## src/rtl/bless_local_ni_pkg.sv

```systemverilog
// Shared field widths, bit positions and the flit layout for the BLESS local
// network interface. The flit is {pktId, flitId, stamp, xDst, yDst, payload}.
package bless_local_ni_pkg;

    localparam int WIDTH_PKT_ID  = 6;
    localparam int WIDTH_FLIT_ID = 4;
    localparam int WIDTH_TIME    = 8;
    localparam int WIDTH_X       = 3;
    localparam int WIDTH_Y       = 3;
    localparam int WIDTH_PLD     = 8;

    localparam int WIDTH_PORT = WIDTH_PKT_ID + WIDTH_FLIT_ID + WIDTH_TIME
                              + WIDTH_X + WIDTH_Y + WIDTH_PLD;

    localparam int POS_PLD     = 0;
    localparam int POS_Y_DST   = POS_PLD + WIDTH_PLD;
    localparam int POS_X_DST   = POS_Y_DST + WIDTH_Y;
    localparam int POS_TIME    = POS_X_DST + WIDTH_X;
    localparam int POS_FLIT_ID = POS_TIME + WIDTH_TIME;
    localparam int POS_PKT_ID  = POS_FLIT_ID + WIDTH_FLIT_ID;

    typedef struct packed {
        logic [WIDTH_PKT_ID-1:0]  pktId;
        logic [WIDTH_FLIT_ID-1:0] flitId;
        logic [WIDTH_TIME-1:0]    stamp;
        logic [WIDTH_X-1:0]       xDst;
        logic [WIDTH_Y-1:0]       yDst;
        logic [WIDTH_PLD-1:0]     payload;
    } flit_t;

    // Packet ids skip zero on wrap so a stamped flit can never look like "no flit".
    function automatic logic [WIDTH_PKT_ID-1:0] nextPktId(input logic [WIDTH_PKT_ID-1:0] id);
        logic [WIDTH_PKT_ID-1:0] one;
        one = {{(WIDTH_PKT_ID-1){1'b0}}, 1'b1};
        if (id == {WIDTH_PKT_ID{1'b1}}) begin
            return one;
        end else begin
            return id + one;
        end
    endfunction

endpackage

```

## src/rtl/bless_local_ni_if.sv

```systemverilog
// PE-side, router-side and status signals of the local network interface.
interface bless_local_ni_if #(
    parameter int DROP_W = 16
);
    import bless_local_ni_pkg::*;

    logic                  inj_valid;
    logic                  inj_ready;
    logic                  inj_last;
    logic [WIDTH_X-1:0]    inj_xdst;
    logic [WIDTH_Y-1:0]    inj_ydst;
    logic [WIDTH_PLD-1:0]  inj_payload;
    logic [WIDTH_PORT-1:0] net_inW;
    logic [WIDTH_PORT-1:0] net_inE;
    logic [WIDTH_PORT-1:0] net_inS;
    logic [WIDTH_PORT-1:0] net_inN;
    logic [WIDTH_PORT-1:0] dinLocal;
    logic [WIDTH_PORT-1:0] doutLocal;
    logic                  ej_valid;
    logic                  ej_ready;
    logic [WIDTH_PORT-1:0] ej_flit;
    logic [WIDTH_TIME-1:0] ej_latency;
    logic                  ej_overflow;
    logic [DROP_W-1:0]     drop_count;

    modport slave (
        input  inj_valid, inj_last, inj_xdst, inj_ydst, inj_payload,
        input  net_inW, net_inE, net_inS, net_inN, doutLocal, ej_ready,
        output inj_ready, dinLocal, ej_valid, ej_flit, ej_latency, ej_overflow, drop_count
    );

    modport master (
        output inj_valid, inj_last, inj_xdst, inj_ydst, inj_payload,
        output net_inW, net_inE, net_inS, net_inN, doutLocal, ej_ready,
        input  inj_ready, dinLocal, ej_valid, ej_flit, ej_latency, ej_overflow, drop_count
    );

endinterface

```

## src/rtl/bless_local_ni_fifo.sv

```systemverilog
// Synchronous FIFO with wrap-around pointers carrying an extra MSB to tell
// full from empty. A pop on empty is ignored; a push while full is accepted
// only when a pop frees the slot in the same cycle.
module ni_sync_fifo #(
    parameter int WIDTH = 8,
    parameter int DEPTH = 4
) (
    input  logic             clk,
    input  logic             reset,
    input  logic             push,
    input  logic             pop,
    input  logic [WIDTH-1:0] din,
    output logic             full,
    output logic             empty,
    output logic [WIDTH-1:0] head
);

    localparam int AW = $clog2(DEPTH);

    logic [WIDTH-1:0] mem [DEPTH];
    logic [AW:0]      wrPtr;
    logic [AW:0]      rdPtr;
    logic             doPush;
    logic             doPop;
    logic [AW:0]      ptrOne;

    // Status flags, qualified push/pop and the head view.
    always_comb begin
        ptrOne = {{AW{1'b0}}, 1'b1};
        empty  = (wrPtr == rdPtr);
        full   = (wrPtr[AW] != rdPtr[AW]) && (wrPtr[AW-1:0] == rdPtr[AW-1:0]);
        doPop  = pop & ~empty;
        doPush = push & (~full | doPop);
        head   = mem[rdPtr[AW-1:0]];
    end

    // Pointer advance; reset empties the FIFO.
    always_ff @(posedge clk) begin
        if (reset) begin
            wrPtr <= {(AW+1){1'b0}};
            rdPtr <= {(AW+1){1'b0}};
        end else begin
            if (doPush) begin
                wrPtr <= wrPtr + ptrOne;
            end
            if (doPop) begin
                rdPtr <= rdPtr + ptrOne;
            end
        end
    end

    // Data storage; contents need no reset because the pointers gate visibility.
    always_ff @(posedge clk) begin
        if (doPush) begin
            mem[wrPtr[AW-1:0]] <= din;
        end
    end

endmodule

```

## src/rtl/bless_local_ni.sv

```systemverilog
// Local network interface for a BLESS router: stamps and buffers PE flits for
// injection into free router slots, and buffers ejected flits for the PE while
// reporting their latency and counting any flit lost to a full buffer.
module bless_local_ni
    import bless_local_ni_pkg::*;
#(
    parameter int INJ_DEPTH = 4,
    parameter int EJ_DEPTH  = 8,
    parameter int DROP_W    = 16
) (
    input  logic              clk,
    input  logic              reset,
    bless_local_ni_if.slave   bus
);

    localparam logic [WIDTH_TIME-1:0]    TIME_ONE = {{(WIDTH_TIME-1){1'b0}}, 1'b1};
    localparam logic [WIDTH_FLIT_ID-1:0] FLIT_ONE = {{(WIDTH_FLIT_ID-1){1'b0}}, 1'b1};
    localparam logic [DROP_W-1:0]        DROP_ONE = {{(DROP_W-1){1'b0}}, 1'b1};

    logic [WIDTH_TIME-1:0]    cycleCtr;
    logic [WIDTH_PKT_ID-1:0]  pktId;
    logic [WIDTH_FLIT_ID-1:0] flitId;
    logic [WIDTH_TIME-1:0]    tsHold;
    logic                     inPacket;
    logic                     ejOverflow;
    logic [DROP_W-1:0]        dropCount;

    flit_t                    pushFlit;
    logic                     injReady;
    logic                     injPush;
    logic                     injGo;
    logic                     anyFree;
    logic                     injFull;
    logic                     injEmpty;
    logic [WIDTH_PORT-1:0]    injHead;

    logic                     ejArrive;
    logic                     ejPush;
    logic                     ejPop;
    logic                     ejDrop;
    logic                     ejFull;
    logic                     ejEmpty;
    logic [WIDTH_PORT-1:0]    ejHead;

    // Injection side: stamping, ready and the free-slot gate to the router.
    always_comb begin
        injReady = ~injFull & ~reset;
        injPush  = bus.inj_valid & injReady;
        anyFree  = (bus.net_inW == {WIDTH_PORT{1'b0}}) | (bus.net_inE == {WIDTH_PORT{1'b0}})
                 | (bus.net_inS == {WIDTH_PORT{1'b0}}) | (bus.net_inN == {WIDTH_PORT{1'b0}});
        injGo    = ~injEmpty & anyFree & ~reset;

        pushFlit         = '{default: 1'b0};
        pushFlit.pktId   = pktId;
        pushFlit.flitId  = flitId;
        pushFlit.stamp   = inPacket ? tsHold : cycleCtr;
        pushFlit.xDst    = bus.inj_xdst;
        pushFlit.yDst    = bus.inj_ydst;
        pushFlit.payload = bus.inj_payload;

        bus.inj_ready = injReady;
        if (injGo) begin
            bus.dinLocal = injHead;
        end else begin
            bus.dinLocal = {WIDTH_PORT{1'b0}};
        end
    end

    // Ejection side: capture never stalls the router, so a full buffer drops.
    always_comb begin
        ejArrive = (bus.doutLocal != {WIDTH_PORT{1'b0}}) & ~reset;
        ejPop    = ~ejEmpty & bus.ej_ready & ~reset;
        ejPush   = ejArrive & (~ejFull | ejPop);
        ejDrop   = ejArrive & ejFull & ~ejPop;

        bus.ej_valid    = ~ejEmpty & ~reset;
        bus.ej_flit     = ejHead;
        bus.ej_latency  = cycleCtr - ejHead[POS_TIME +: WIDTH_TIME];
        bus.ej_overflow = ejOverflow;
        bus.drop_count  = dropCount;
    end

    // Free-running timestamp counter; wraps silently.
    always_ff @(posedge clk) begin
        if (reset) begin
            cycleCtr <= {WIDTH_TIME{1'b0}};
        end else begin
            cycleCtr <= cycleCtr + TIME_ONE;
        end
    end

    // Packet/flit numbering and the timestamp held across a packet's flits.
    always_ff @(posedge clk) begin
        if (reset) begin
            pktId    <= {{(WIDTH_PKT_ID-1){1'b0}}, 1'b1};
            flitId   <= {WIDTH_FLIT_ID{1'b0}};
            tsHold   <= {WIDTH_TIME{1'b0}};
            inPacket <= 1'b0;
        end else if (injPush) begin
            if (bus.inj_last) begin
                flitId   <= {WIDTH_FLIT_ID{1'b0}};
                pktId    <= nextPktId(pktId);
                inPacket <= 1'b0;
            end else begin
                flitId   <= flitId + FLIT_ONE;
                inPacket <= 1'b1;
                if (!inPacket) begin
                    tsHold <= cycleCtr;
                end
            end
        end
    end

    // Sticky overflow flag and saturating drop counter.
    always_ff @(posedge clk) begin
        if (reset) begin
            ejOverflow <= 1'b0;
            dropCount  <= {DROP_W{1'b0}};
        end else if (ejDrop) begin
            ejOverflow <= 1'b1;
            if (dropCount != {DROP_W{1'b1}}) begin
                dropCount <= dropCount + DROP_ONE;
            end
        end
    end

    ni_sync_fifo #(.WIDTH(WIDTH_PORT), .DEPTH(INJ_DEPTH)) injFifo (
        .clk   (clk),
        .reset (reset),
        .push  (injPush),
        .pop   (injGo),
        .din   (pushFlit),
        .full  (injFull),
        .empty (injEmpty),
        .head  (injHead)
    );

    ni_sync_fifo #(.WIDTH(WIDTH_PORT), .DEPTH(EJ_DEPTH)) ejFifo (
        .clk   (clk),
        .reset (reset),
        .push  (ejPush),
        .pop   (ejPop),
        .din   (bus.doutLocal),
        .full  (ejFull),
        .empty (ejEmpty),
        .head  (ejHead)
    );

endmodule

```

## src/flat_wrapper.sv

```systemverilog
// flat-port wrapper written by rule: the top's interface ports become plain ports
module bless_local_ni_flat import bless_local_ni_pkg::*;
#(
    parameter int INJ_DEPTH = 4,
    parameter int EJ_DEPTH  = 8,
    parameter int DROP_W    = 16
)
  (clk, reset, bus_inj_valid, bus_inj_last, bus_inj_xdst, bus_inj_ydst, bus_inj_payload, bus_net_inW, bus_net_inE, bus_net_inS, bus_net_inN, bus_doutLocal, bus_ej_ready, bus_inj_ready, bus_dinLocal, bus_ej_valid, bus_ej_flit, bus_ej_latency, bus_ej_overflow, bus_drop_count);
  bless_local_ni_if #(.DROP_W(DROP_W)) bus_i ();
  input  logic clk;
  input  logic reset;
  input wire logic [$bits(bus_i.inj_valid)-1:0] bus_inj_valid;
  input wire logic [$bits(bus_i.inj_last)-1:0] bus_inj_last;
  input wire logic [$bits(bus_i.inj_xdst)-1:0] bus_inj_xdst;
  input wire logic [$bits(bus_i.inj_ydst)-1:0] bus_inj_ydst;
  input wire logic [$bits(bus_i.inj_payload)-1:0] bus_inj_payload;
  input wire logic [$bits(bus_i.net_inW)-1:0] bus_net_inW;
  input wire logic [$bits(bus_i.net_inE)-1:0] bus_net_inE;
  input wire logic [$bits(bus_i.net_inS)-1:0] bus_net_inS;
  input wire logic [$bits(bus_i.net_inN)-1:0] bus_net_inN;
  input wire logic [$bits(bus_i.doutLocal)-1:0] bus_doutLocal;
  input wire logic [$bits(bus_i.ej_ready)-1:0] bus_ej_ready;
  output wire logic [$bits(bus_i.inj_ready)-1:0] bus_inj_ready;
  output wire logic [$bits(bus_i.dinLocal)-1:0] bus_dinLocal;
  output wire logic [$bits(bus_i.ej_valid)-1:0] bus_ej_valid;
  output wire logic [$bits(bus_i.ej_flit)-1:0] bus_ej_flit;
  output wire logic [$bits(bus_i.ej_latency)-1:0] bus_ej_latency;
  output wire logic [$bits(bus_i.ej_overflow)-1:0] bus_ej_overflow;
  output wire logic [$bits(bus_i.drop_count)-1:0] bus_drop_count;
  assign bus_i.inj_valid = bus_inj_valid;
  assign bus_i.inj_last = bus_inj_last;
  assign bus_i.inj_xdst = bus_inj_xdst;
  assign bus_i.inj_ydst = bus_inj_ydst;
  assign bus_i.inj_payload = bus_inj_payload;
  assign bus_i.net_inW = bus_net_inW;
  assign bus_i.net_inE = bus_net_inE;
  assign bus_i.net_inS = bus_net_inS;
  assign bus_i.net_inN = bus_net_inN;
  assign bus_i.doutLocal = bus_doutLocal;
  assign bus_i.ej_ready = bus_ej_ready;
  assign bus_inj_ready = bus_i.inj_ready;
  assign bus_dinLocal = bus_i.dinLocal;
  assign bus_ej_valid = bus_i.ej_valid;
  assign bus_ej_flit = bus_i.ej_flit;
  assign bus_ej_latency = bus_i.ej_latency;
  assign bus_ej_overflow = bus_i.ej_overflow;
  assign bus_drop_count = bus_i.drop_count;
  bless_local_ni #(.INJ_DEPTH(INJ_DEPTH), .EJ_DEPTH(EJ_DEPTH), .DROP_W(DROP_W)) u_core (.clk(clk), .reset(reset), .bus(bus_i));
endmodule
```

## config.mk

```make
export PLATFORM = sky130hd
export DESIGN_NAME = bless_local_ni_flat
export DESIGN_NICKNAME = d
export VERILOG_FILES = /design/src/rtl/bless_local_ni_pkg.sv /design/src/rtl/bless_local_ni_if.sv /design/src/rtl/bless_local_ni_fifo.sv /design/src/rtl/bless_local_ni.sv /design/src/flat_wrapper.sv
export SDC_FILE = /design/constraint.sdc
export NUM_CORES = 1
export LEC_CHECK = 0
export CORE_MARGIN = 2
export CORE_UTILIZATION = 54
export DETAILED_ROUTE_END_ITERATION = 6
export PLACE_DENSITY = 0.75
export SETUP_SLACK_MARGIN = 0.05
export SYNTH_ARGS = -nofsm -noshare
export SYNTH_HDL_FRONTEND = slang
export SYNTH_HIERARCHICAL = 1
export SYNTH_SLANG_ARGS = --single-unit
```

## constraint.sdc

```tcl
create_clock -name clk -period 7.1 [get_ports clk]
set_clock_uncertainty 0.05 [all_clocks]
set_input_delay 1.42 -clock clk [delete_from_list [all_inputs] [get_ports clk]]
set_output_delay 1.42 -clock clk [all_outputs]
set_load 0.01 [all_outputs]
```

# ---- Yosys cells after proc, flatten, opt, wreduce, memory -nomap -nowiden
# Memories as Yosys holds them, arrays and structs flattened. A register that Yosys moved wholly into a read port is not among the register bits.
# Index checks and enable logic that the tools add are counted.
dict set report word_totals {
  mem_bits_rw 384
  ff_bits 58
  memories 2
  output_inout_bits 91
  wordCells 81
  latchBits 0
  rom_bits 0
  inputBits 179
}
# name depth word_bits read_ports rd_clocked_by_memory_dff write_ports line_no
set memory_table {}
lappend memory_table {u_core.ejFifo.mem 8 32 1 1 1 bless_local_ni_fifo.sv:20} ;# logic [WIDTH-1:0] mem [DEPTH];
lappend memory_table {u_core.injFifo.mem 4 32 1 1 1 bless_local_ni_fifo.sv:20}
dict set report classes {
  shifts 0
  muxes 13
  mul 0
  n_eq_ne 8
  reduce_logical 10
  n_div 0
  n_lt_le_gt_ge 0
  n_bitwise 28
  n_addsub 9
}
# cell count
set op_table {}
lappend op_table {{32-bit zero test} 4}
lappend op_table {{32-bit 2-to-1 mux} 1}
lappend op_table {{32-bit nonzero test} 1}
lappend op_table {{16-bit by 1-bit adder with 16-bit output (second input constant)} 1}
lappend op_table {{16-bit != test (second input constant)} 1}
lappend op_table {{1-bit bitwise AND} 15}
lappend op_table {{4-bit by 1-bit adder with 4-bit output (second input constant)} 3}
lappend op_table {{8-bit by 1-bit adder with 8-bit output (second input constant)} 1}
lappend op_table {{8-bit 2-to-1 mux} 1}
lappend op_table {{8-bit subtractor} 1}
lappend op_table {{1-bit NOT} 7}
lappend op_table {{3-bit by 1-bit adder with 3-bit output (second input constant)} 2}
lappend op_table {{6-bit by 1-bit adder with 6-bit output (second input constant)} 1}
lappend op_table {{3-bit equality test} 2}
lappend op_table {{6-bit equality test (second input constant)} 1}
lappend op_table {{3-bit 2-to-1 mux} 2}
lappend op_table {{6-bit 2-to-1 mux} 1}
lappend op_table {{1-bit bitwise OR} 6}
lappend op_table {{2-bit AND reduction} 3}
lappend op_table {{1-bit 2-to-1 mux} 5}
lappend op_table {{4-bit equality test} 1}
lappend op_table {{2-bit 2-to-1 mux} 2}
lappend op_table {{4-bit 2-to-1 mux} 1}
lappend op_table {{2-bit equality test} 1}
lappend op_table {{2 further kinds} 4}

# ---- Logic depth before layout (Yosys ltp)
# Gate-level depths: netlist of run 1.
dict set report logic_depth {
  ltp_word 11
  depth_mapped 11
  depth_no_buf 9
}

# ---- Hierarchy
# Netlist of run 1, hierarchy kept.
# module area_each_um2 cells_per_inst n_inst
set modules_own_cells {}
lappend modules_own_cells {{ni_sync_fifo (u_core.ejFifo)} 10228.6 441 1}
lappend modules_own_cells {{ni_sync_fifo (u_core.injFifo)} 5144.9 222 1}
lappend modules_own_cells {bless_local_ni 2980.4 412 1}

# ---- Least setup slack after synthesis of run 1
# No wires, ideal clock.
dict set report synth_path {
  path_kind {input to register}
  start {in reset}
  end {mem u_core/ejFifo/mem[0][0] (netlist bit), enable pin}
  arrival_time_ns 5.944
  n_path_buf 1
  cell_stages 6
  setup_time_ns 0.502
  required_ns 6.548
  setup_slack_ns 0.604
  path_cell_list {buf_2 -> or3b_2 -> and2_1 -> nor3_1 -> o21ai_0 -> nor4_1}
}
dict set report synth_between {
  elab_chain_cells 7
  elab_cells_between_ends 10
  cone_classes {mux (2); bitwise (8)}
}
# item line_no
set synth_lines {}
lappend synth_lines {{start: declaration} flat_wrapper.sv:11} ;# input logic reset;
lappend synth_lines {{1-bit NOT (*)} {bless_local_ni.sv:71, bless_local_ni.sv:72}}
lappend synth_lines {{1-bit bitwise AND} bless_local_ni.sv:72} ;# ejPop = ~ejEmpty & bus.ej_ready & ~reset;
lappend synth_lines {{1-bit bitwise OR} bless_local_ni.sv:73} ;# ejPush = ejArrive & (~ejFull | ejPop);
lappend synth_lines {{1-bit bitwise AND (*)} bless_local_ni.sv:73}
lappend synth_lines {{net u_core.ejPush} bless_local_ni.sv:38} ;# logic ejPush;
lappend synth_lines {{1-bit bitwise AND (*)} bless_local_ni_fifo.sv:33} ;# doPush = push & (~full | doPop);
lappend synth_lines {{1-bit 2-to-1 mux (*)} bless_local_ni_fifo.sv:54} ;# if (doPush) begin
lappend synth_lines {{1-bit 2-to-1 mux (not written as such) (*)} bless_local_ni_fifo.sv:55} ;# mem[wrPtr[AW-1:0]] <= din;
lappend synth_lines {{end: declaration} bless_local_ni_fifo.sv:20}
# The timed path passes the listed nets; every way through them passes the cells marked *.

==> results.json, run 1 <==
{
  "cts_root_buffer": "clkbuf_16",
  "vias": 10600,
  "synthTopCellsByArea": "edfxtp_1 63%, mux4_2 12%, dfxtp_1 6.9%",
  "multi_input_area_sq_um": 5140,
  "critPathKind": "reg -> out",
  "rsz0062_at_grt": "false",
  "hold-path-endpoint": "u_core/cycleCtr[0]$_SDFF_PP0_",
  "routed_wl_um": 40600,
  "worstPathRequired_ns": 5.63,
  "grt_pass1_vias": 10800,
  "tns_ns": 0,
  "period_needed_ns": 5.57,
  "final_antenna_net_count": 0,
  "ys_seq_area_frac": 0.697,
  "grt_pass1_wl_um": 61600,
  "synth_top_area_share": 0.628,
  "tightest_slew_ns": 0.942,
  "wl_per_cell_um": 21.9,
  "crit_path_start_kind": "flop",
  "fmax_mhz": 180,
  "status": "complete, no violations",
  "setup_viol": 0,
  "cts.sinks": 447,
  "hpwl_um": 25700,
  "holdPathStages": 1,
  "r2r-end": "u_core/ejFifo/mem[1][19]$_DFFE_PP_",
  "synthCells": 1075,
  "finalHoldViolCount": 0,
  "layout.nets": 1564,
  "ff2ff_path_depth": 9,
  "cp-end-kind": "primary output",
  "p_leak_uw": 0.00752,
  "dr.pass1.iters": 5,
  "synth_top_flop_cell": "edfxtp_1",
  "yosysUniqueCellTypes": 65,
  "setup_ws_ns": 1.53,
  "nFillCells": 2218,
  "first_iter_violations": 799,
  "pre_cts_ws_ns": 1.89,
  "ys_warn_count": 6,
  "synth_top_cell_by_area": "edfxtp_1",
  "placeableCoreArea_sq_um": 33500,
  "ys_async_sr_fraction": 0,
  "rows": 67,
  "p_int_uw": 4530,
  "vias_per_cell": 5.75,
  "numCtsBuffers": 45,
  "die_area_sq_um": 35500,
  "post_cts_buffers": 0,
  "synth-edff-count": 384,
  "min_path_type": "reg -> reg",
  "grt_max_degree": 47,
  "cts_tree": "yes",
  "period_share": 0.784,
  "io_buffer_count": 269,
  "drive_gt1_frac": 0.177,
  "critPathMaxFanout": 37,
  "seq_area_sq_um": 12800,
  "yosysMostFrequentCell": "edfxtp_1",
  "worst_skew_pair.late_latency_ns": 0.55,
  "power_frac_comb": 0.076,
  "reg2reg_setup_slack_ns": 3.39,
  "cts.repair.resized": 0,
  "slew_viol_final": 0,
  "die_h_um": 188,
  "gp_congestion": 0.834,
  "seqPwrFrac": 0.516,
  "ctsHtreeMaxLevel": 2,
  "syn_area_sq_um": 18400,
  "grt_util_all_layers": 0.228,
  "arrival_ns": 4.10,
  "synth_common_cells": "384 x edfxtp_1, 96 x mux4_2, 75 x nor2_1",
  "switchingPower_uw": 1170,
  "min_from": "u_core/cycleCtr[0]$_SDFF_PP0_",
  "antenna_found_initial": 1,
  "path_clk_slew_ns": 0.06,
  "r2r_start": "u_core/ejFifo/wrPtr[2]$_SDFFE_PP0P_",
  "cap_violations": 0,
  "synth_nets": 1273,
  "powerDensity_nw_per_um2": 248,
  "ys_seq_elements": 447,
  "maxSlewHeadroom": 0.372,
  "p_sw_frac": 0.206,
  "die_w_um": 188,
  "drc": 0,
  "hold_buffers": 0,
  "diodes": 0,
  "pwr-share-clk": 0.407,
  "ir_drop_mv": 0.216,
  "start_util": 0.547,
  "syn_avg_cell_area_sq_um": 17.1,
  "grt-ovfl-total": 0,
  "syn_to_final_growth_pct": 25.5,
  "clk_path_buf_depth": 3,
  "io_pins": 270
}
through the flow:
stage | instances | total power [uW] | utilization | hold WS [ns] | area, sq um
floorplan | 1075 | 3190 | - | 0.376 | 18400
global placement | 1767 | 3430 | 0.643 | 0.386 | 21600
detailed placement | 1767 | 3440 | 0.643 | 0.396 | 21600
CTS | 1849 | 5750 | 0.687 | 0.420 | 23000
global route | 1849 | 5890 | 0.687 | 0.445 | 23000
finish | 1849 | 5710 | 0.687 | 0.416 | 23000
sequential cells by signal, summed over array words and instances (netlist names), named ones only:
name                    cells
u_core/tsHold               8
u_core/injFifo/rdPtr        3
u_core/ejFifo/rdPtr         4
u_core/bus.drop_count      16
u_core/injFifo/mem        128
u_core/ejFifo/mem         256
u_core/flitId               4
u_core/pktId                6
u_core/ejFifo/wrPtr         4
u_core/cycleCtr             8
u_core/inPacket             1
u_core/bus.ej_overflow      1
u_core/injFifo/wrPtr        3
critical path, cell delays in order, from the launching register on:
cell             delay [ns]
dfxtp_4                0.82
mux4_2                 0.59
mux2_2                 0.30
inv_1                  0.06
ha_1                   0.25
nor2b_1                0.14
o21ai_1                0.17
a21boi_1               0.12
or4_1                  0.40
nand3_1                0.13
clkdlybuf4s50_1        0.55
layer usage:
| layer | global-route usage | share of wire | vias to the layer above |
|---|---|---|---|
| met5 | 0 | 0.00032 | - |
| met4 | 0.0592 | 0.020 | 2 |
| met3 | 0.0438 | 0.066 | 57 |
| met2 | 0.406 | 0.51 | 356 |
| met1 | 0.287 | 0.40 | 5385 |
| li1 | - | - | 4838 |
cell families (layout without fill, tap and decap cells):
family | Yosys count | in the layout | share of synthesized area
multiplexers | 145 | 145 | 0.148
flip-flops | 447 | 447 | 0.697
XOR/XNOR | 24 | 24 | 0.0127
AO/OA/AOI/OAI | 89 | 89 | 0.0313
adder cells (fa/ha/maj) | 19 | 19 | 0.0134
AND/OR/NAND/NOR | 248 | 248 | 0.0719
buffers and inverters | 103 | 429 | 0.0261
power groups by stage:
stage	logic [uW]	clock network, uW	registers, uW
6_report	434	2330	2950
2_1_floorplan	200	0	2990
5_1_grt	465	2470	2950
4_1_cts	441	2370	2950
3_5_place_dp	438	0	3000
3_3_place_gp	432	0	3000
worst max path at each step:
| stage | to | slack, ns | cells past startpoint |
|---|---|---|---|
| after floorplan | u_core/ejFifo/mem[0][0]$_DFFE_PP_ | 0.60 | 6 |
| after global placement | bus_dinLocal[27] | 2.02 | 8 |
| after detailed placement | bus_dinLocal[22] | 1.89 | 8 |
| after CTS | bus_ej_latency[6] | 1.46 | 10 |
| after global routing | bus_ej_latency[6] | 1.26 | 10 |
| final | bus_ej_latency[6] | 1.53 | 10 |
cell type report:
class	count	area share
timing repair buffer	289	0.123
clock buffer	60	0.0540
sequential	447	0.556
multi-input combinational	525	0.223
tap	448	0.0243
inverter	58	0.00945
clock inverter	22	0.0100
cells in the final DEF, fill, tap and decap left out, types with 4 or more instances in the layout:
cell,synthesis,final
edfxtp_1,384,384
clkdlybuf4s50_1,0,268
mux4_2,96,96
nor2_1,75,73
dfxtp_1,63,60
inv_1,53,53
clkbuf_16,0,47
nor4_1,42,41
mux2_2,35,35
nand2_1,33,33
a21oi_1,25,25
o21ai_1,22,21
buf_4,5,20
ha_1,18,18
nand4_1,17,17
nand3_1,15,15
xnor2_1,13,13
clkbuf_1,17,11
nor2b_1,9,9
clkinv_1,0,8
mux2_1,8,8
xor2_1,8,8
clkinv_2,0,7
o21ai_0,7,7
nor3_1,11,7
or3_1,7,7
or4_1,6,6
nand2b_1,6,6
inv_2,5,5
and2_1,5,5
o31ai_1,5,5
mux2i_1,5,5
bufinv_16,0,4
and3_1,4,4
nor3_2,0,4
Note: power is estimated with default switching activity, not from simulation.
==> run 2: changes to the inputs <==
--- a/config.mk
+++ b/config.mk
@@ -6,9 +6,9 @@
 export NUM_CORES = 1
 export LEC_CHECK = 0
 export CORE_MARGIN = 2
-export CORE_UTILIZATION = 54
+export CORE_UTILIZATION = 49
 export DETAILED_ROUTE_END_ITERATION = 6
-export PLACE_DENSITY = 0.75
+export PLACE_DENSITY = 0.72
 export SETUP_SLACK_MARGIN = 0.05
 export SYNTH_ARGS = -nofsm -noshare
 export SYNTH_HDL_FRONTEND = slang
==> constraint.sdc (replaced) <==
create_clock -name clk -period 4.7 [get_ports clk]
set_clock_uncertainty 0.05 [all_clocks]
set_input_delay 0.94 -clock clk [delete_from_list [all_inputs] [get_ports clk]]
set_output_delay 0.94 -clock clk [all_outputs]
set_load 0.01 [all_outputs]
==> run 2 against run 1 <==
  * Routed wire length increased by 5.1%
  * Register-to-register slack got worse by 2.6 ns
  * Clock power increased by 40%
  * Worst hold slack improved by 0.0014 ns
  * Combinational power increased by 59%
  * Final area increased by 0.56%
  * Setup slack got worse by 1.3 ns
  * Critical endpoint is now bus_ej_latency[4]
  * Largest cell class unchanged
==> results.json, run 2 (same netlist as run 1, synthesis figures left out) <==
{
  "r2r_start": "u_core/ejFifo/wrPtr[1]$_SDFFE_PP0P_",
  "tightest_slew_ns": 0.844,
  "grt_max_degree": 60,
  "cts.sinks": 447,
  "start_util": 0.499,
  "fmax_mhz": 224,
  "grt_pass1_wl_um": 62900,
  "drive_gt1_frac": 0.190,
  "critPathMaxFanout": 5,
  "die_area_sq_um": 39000,
  "die_w_um": 198,
  "hpwl_um": 28200,
  "gp_congestion": 0.773,
  "placeableCoreArea_sq_um": 36800,
  "reg2reg_setup_slack_ns": 0.78,
  "worstPathRequired_ns": 3.71,
  "clk_path_buf_depth": 3,
  "crit_path_start_kind": "flop",
  "wl_per_cell_um": 22.6,
  "endpoint": "bus_ej_latency[4]",
  "p_leak_uw": 0.00758,
  "period_share": 0.952,
  "period_needed_ns": 4.47,
  "path_common_cell": "nor2_1",
  "cap_violations": 0,
  "pwr-share-clk": 0.388,
  "maxSlewHeadroom": 0.435,
  "io_pins": 270,
  "vias": 10700,
  "finalHoldViolCount": 0,
  "status": "complete, no violations",
  "switchingPower_uw": 1790,
  "first_iter_violations": 749,
  "layout.nets": 1582,
  "drc": 0,
  "p_total_uw": 8400,
  "ir_drop_mv": 0.305,
  "p_int_uw": 6610,
  "holdWs_ns": 0.418,
  "fin_util": 0.630,
  "critPathKind": "reg -> out",
  "cpPeakStageDelay_ns": 0.54,
  "rsz0062_at_grt": "false",
  "worst_skew_pair.late_latency_ns": 0.55,
  "largest_reg_flops": 256,
  "cp_top_family": "multiplexers",
  "io_buffer_count": 269,
  "mostFrequentLayoutCell": "edfxtp_1",
  "rows": 70,
  "cts_root_buffer": "clkbuf_16",
  "powerDensity_nw_per_um2": 362,
  "arrival_ns": 3.48,
  "pre_cts_ws_ns": -0.0375,
  "path_cells": "buf_12, mux4_2, mux2_2, ha_1, fa_1, nor2b_1, o21ai_2, nand2_1, nor2_1, nor2_1, clkdlybuf4s50_1",
  "vias_per_cell": 5.66,
  "min_path_type": "reg -> reg",
  "layout_common_cells": "384 x edfxtp_1, 266 x clkdlybuf4s50_1, 96 x mux4_2",
  "final_antenna_net_count": 0,
  "p_sw_frac": 0.213,
  "die_h_um": 198,
  "routed_wl_um": 42600,
  "worst-path-stages": 11,
  "dr.pass1.iters": 4,
  "seqPwrFrac": 0.529,
  "grt-ovfl-total": 0,
  "cp-end-kind": "primary output",
  "numCtsBuffers": 44,
  "ctsHtreeMaxLevel": 2,
  "grt_pass1_vias": 10800,
  "power_frac_comb": 0.082,
  "setup_viol": 0,
  "grt_util_all_layers": 0.217,
  "cts_tree": "yes",
  "r2r-end": "u_core/ejFifo/mem[0][7]$_DFFE_PP_",
  "syn_to_final_growth_pct": 26.2,
  "ff2ff_path_depth": 9,
  "critPathSlowestCell": "clkdlybuf4s50_1",
  "antenna_found_initial": 2,
  "setup_ws_ns": 0.227,
  "slew_viol_final": 0,
  "hold_buffers": 0,
  "worst-path-buf-inv": 2,
  "path_clk_slew_ns": 0.06
}
run 2: cell count changes in the layout (fill, tap and decap cells not counted), moves of 2 or more:
cell	delta
clkdlybuf4s50_1	-2
bufinv_16	-3
clkbuf_16	-3
buf_12	+3
buf_4	+16
nor4_1	-2
run 2: worst reg2reg max path, cell delays in order, from the launching register on:
cell     delay [ns]
dfxtp_1        0.60
xnor2_1        0.19
nand3_1        0.11
nor2_1         0.08
or3b_2         0.49
and2_1         0.23
nor3_1         0.51
o21ai_0        0.47
nor4_4         0.24
buf_4          0.54
run 2: area by class of cell:
| type | count | area [sq um] |
|---|---|---|
| Tap cell | 468 | 586 |
| Antenna cell | 1 | 2.50 |
| Clock buffer | 59 | 1190 |
| Clock inverter | 21 | 156 |
| Sequential cell | 447 | 12800 |
| Timing Repair Buffer | 308 | 3020 |
| Multi-Input combinational cell | 525 | 5190 |
| Fill cell | 2639 | 13600 |
| Inverter | 58 | 218 |
run 2: timing repair:
item,CTS,global route
buffers inserted,7,0
gates resized for setup,8,2
setup endpoints to repair,35,2
run 2: power groups by stage:
stage / clock (uW) / sequential [uW] / combinational [uW]
after floorplan: 0 / 4510 / 304
after global placement: 0 / 4520 / 676
after detailed placement: 0 / 4530 / 684
after CTS: 3320 / 4440 / 702
after global routing: 3480 / 4450 / 742
final: 3260 / 4440 / 692
run 2: per-stage QoR:
stage               area [sq um]  TNS, ns  instances
floorplan                  18400   -46.68       1075
global placement           21700        0       1799
detailed placement         21700   -0.131       1799
CTS                        23200        0       1886
global route               23200        0       1887
finish                     23200        0       1887
run 2: worst min path at each step:
stage	depth (start not counted)	endpoint	from
final	1	u_core/bus.ej_overflow$_SDFFE_PP0P_	u_core/bus.ej_overflow$_SDFFE_PP0P_
after CTS	1	u_core/bus.ej_overflow$_SDFFE_PP0P_	u_core/bus.ej_overflow$_SDFFE_PP0P_
after global placement	1	u_core/cycleCtr[0]$_SDFF_PP0_	u_core/cycleCtr[0]$_SDFF_PP0_
after floorplan	1	u_core/cycleCtr[0]$_SDFF_PP0_	u_core/cycleCtr[0]$_SDFF_PP0_
after global routing	1	u_core/cycleCtr[0]$_SDFF_PP0_	u_core/cycleCtr[0]$_SDFF_PP0_
after detailed placement	1	u_core/bus.ej_overflow$_SDFFE_PP0P_	u_core/bus.ej_overflow$_SDFFE_PP0P_
run 2: routing by layer:
metal / track usage / share of wire / up-vias
met3: 0.0396 / 0.064 / 63
li1: - / - / 4876
met1: 0.268 / 0.39 / 5349
met4: 0.0721 / 0.027 / 0
met5: 0 / 0 / -
met2: 0.386 / 0.51 / 384
==> run 3: changes to the inputs <==
--- a/config.mk
+++ b/config.mk
@@ -8,6 +8,7 @@
 export CORE_MARGIN = 2
 export CORE_UTILIZATION = 49
 export DETAILED_ROUTE_END_ITERATION = 6
+export HOLD_SLACK_MARGIN = 0.06
 export PLACE_DENSITY = 0.72
 export SETUP_SLACK_MARGIN = 0.05
 export SYNTH_ARGS = -nofsm -noshare
==> results of run 3 <==
The final DEF is identical to that of run 2; final timing and power are the same.
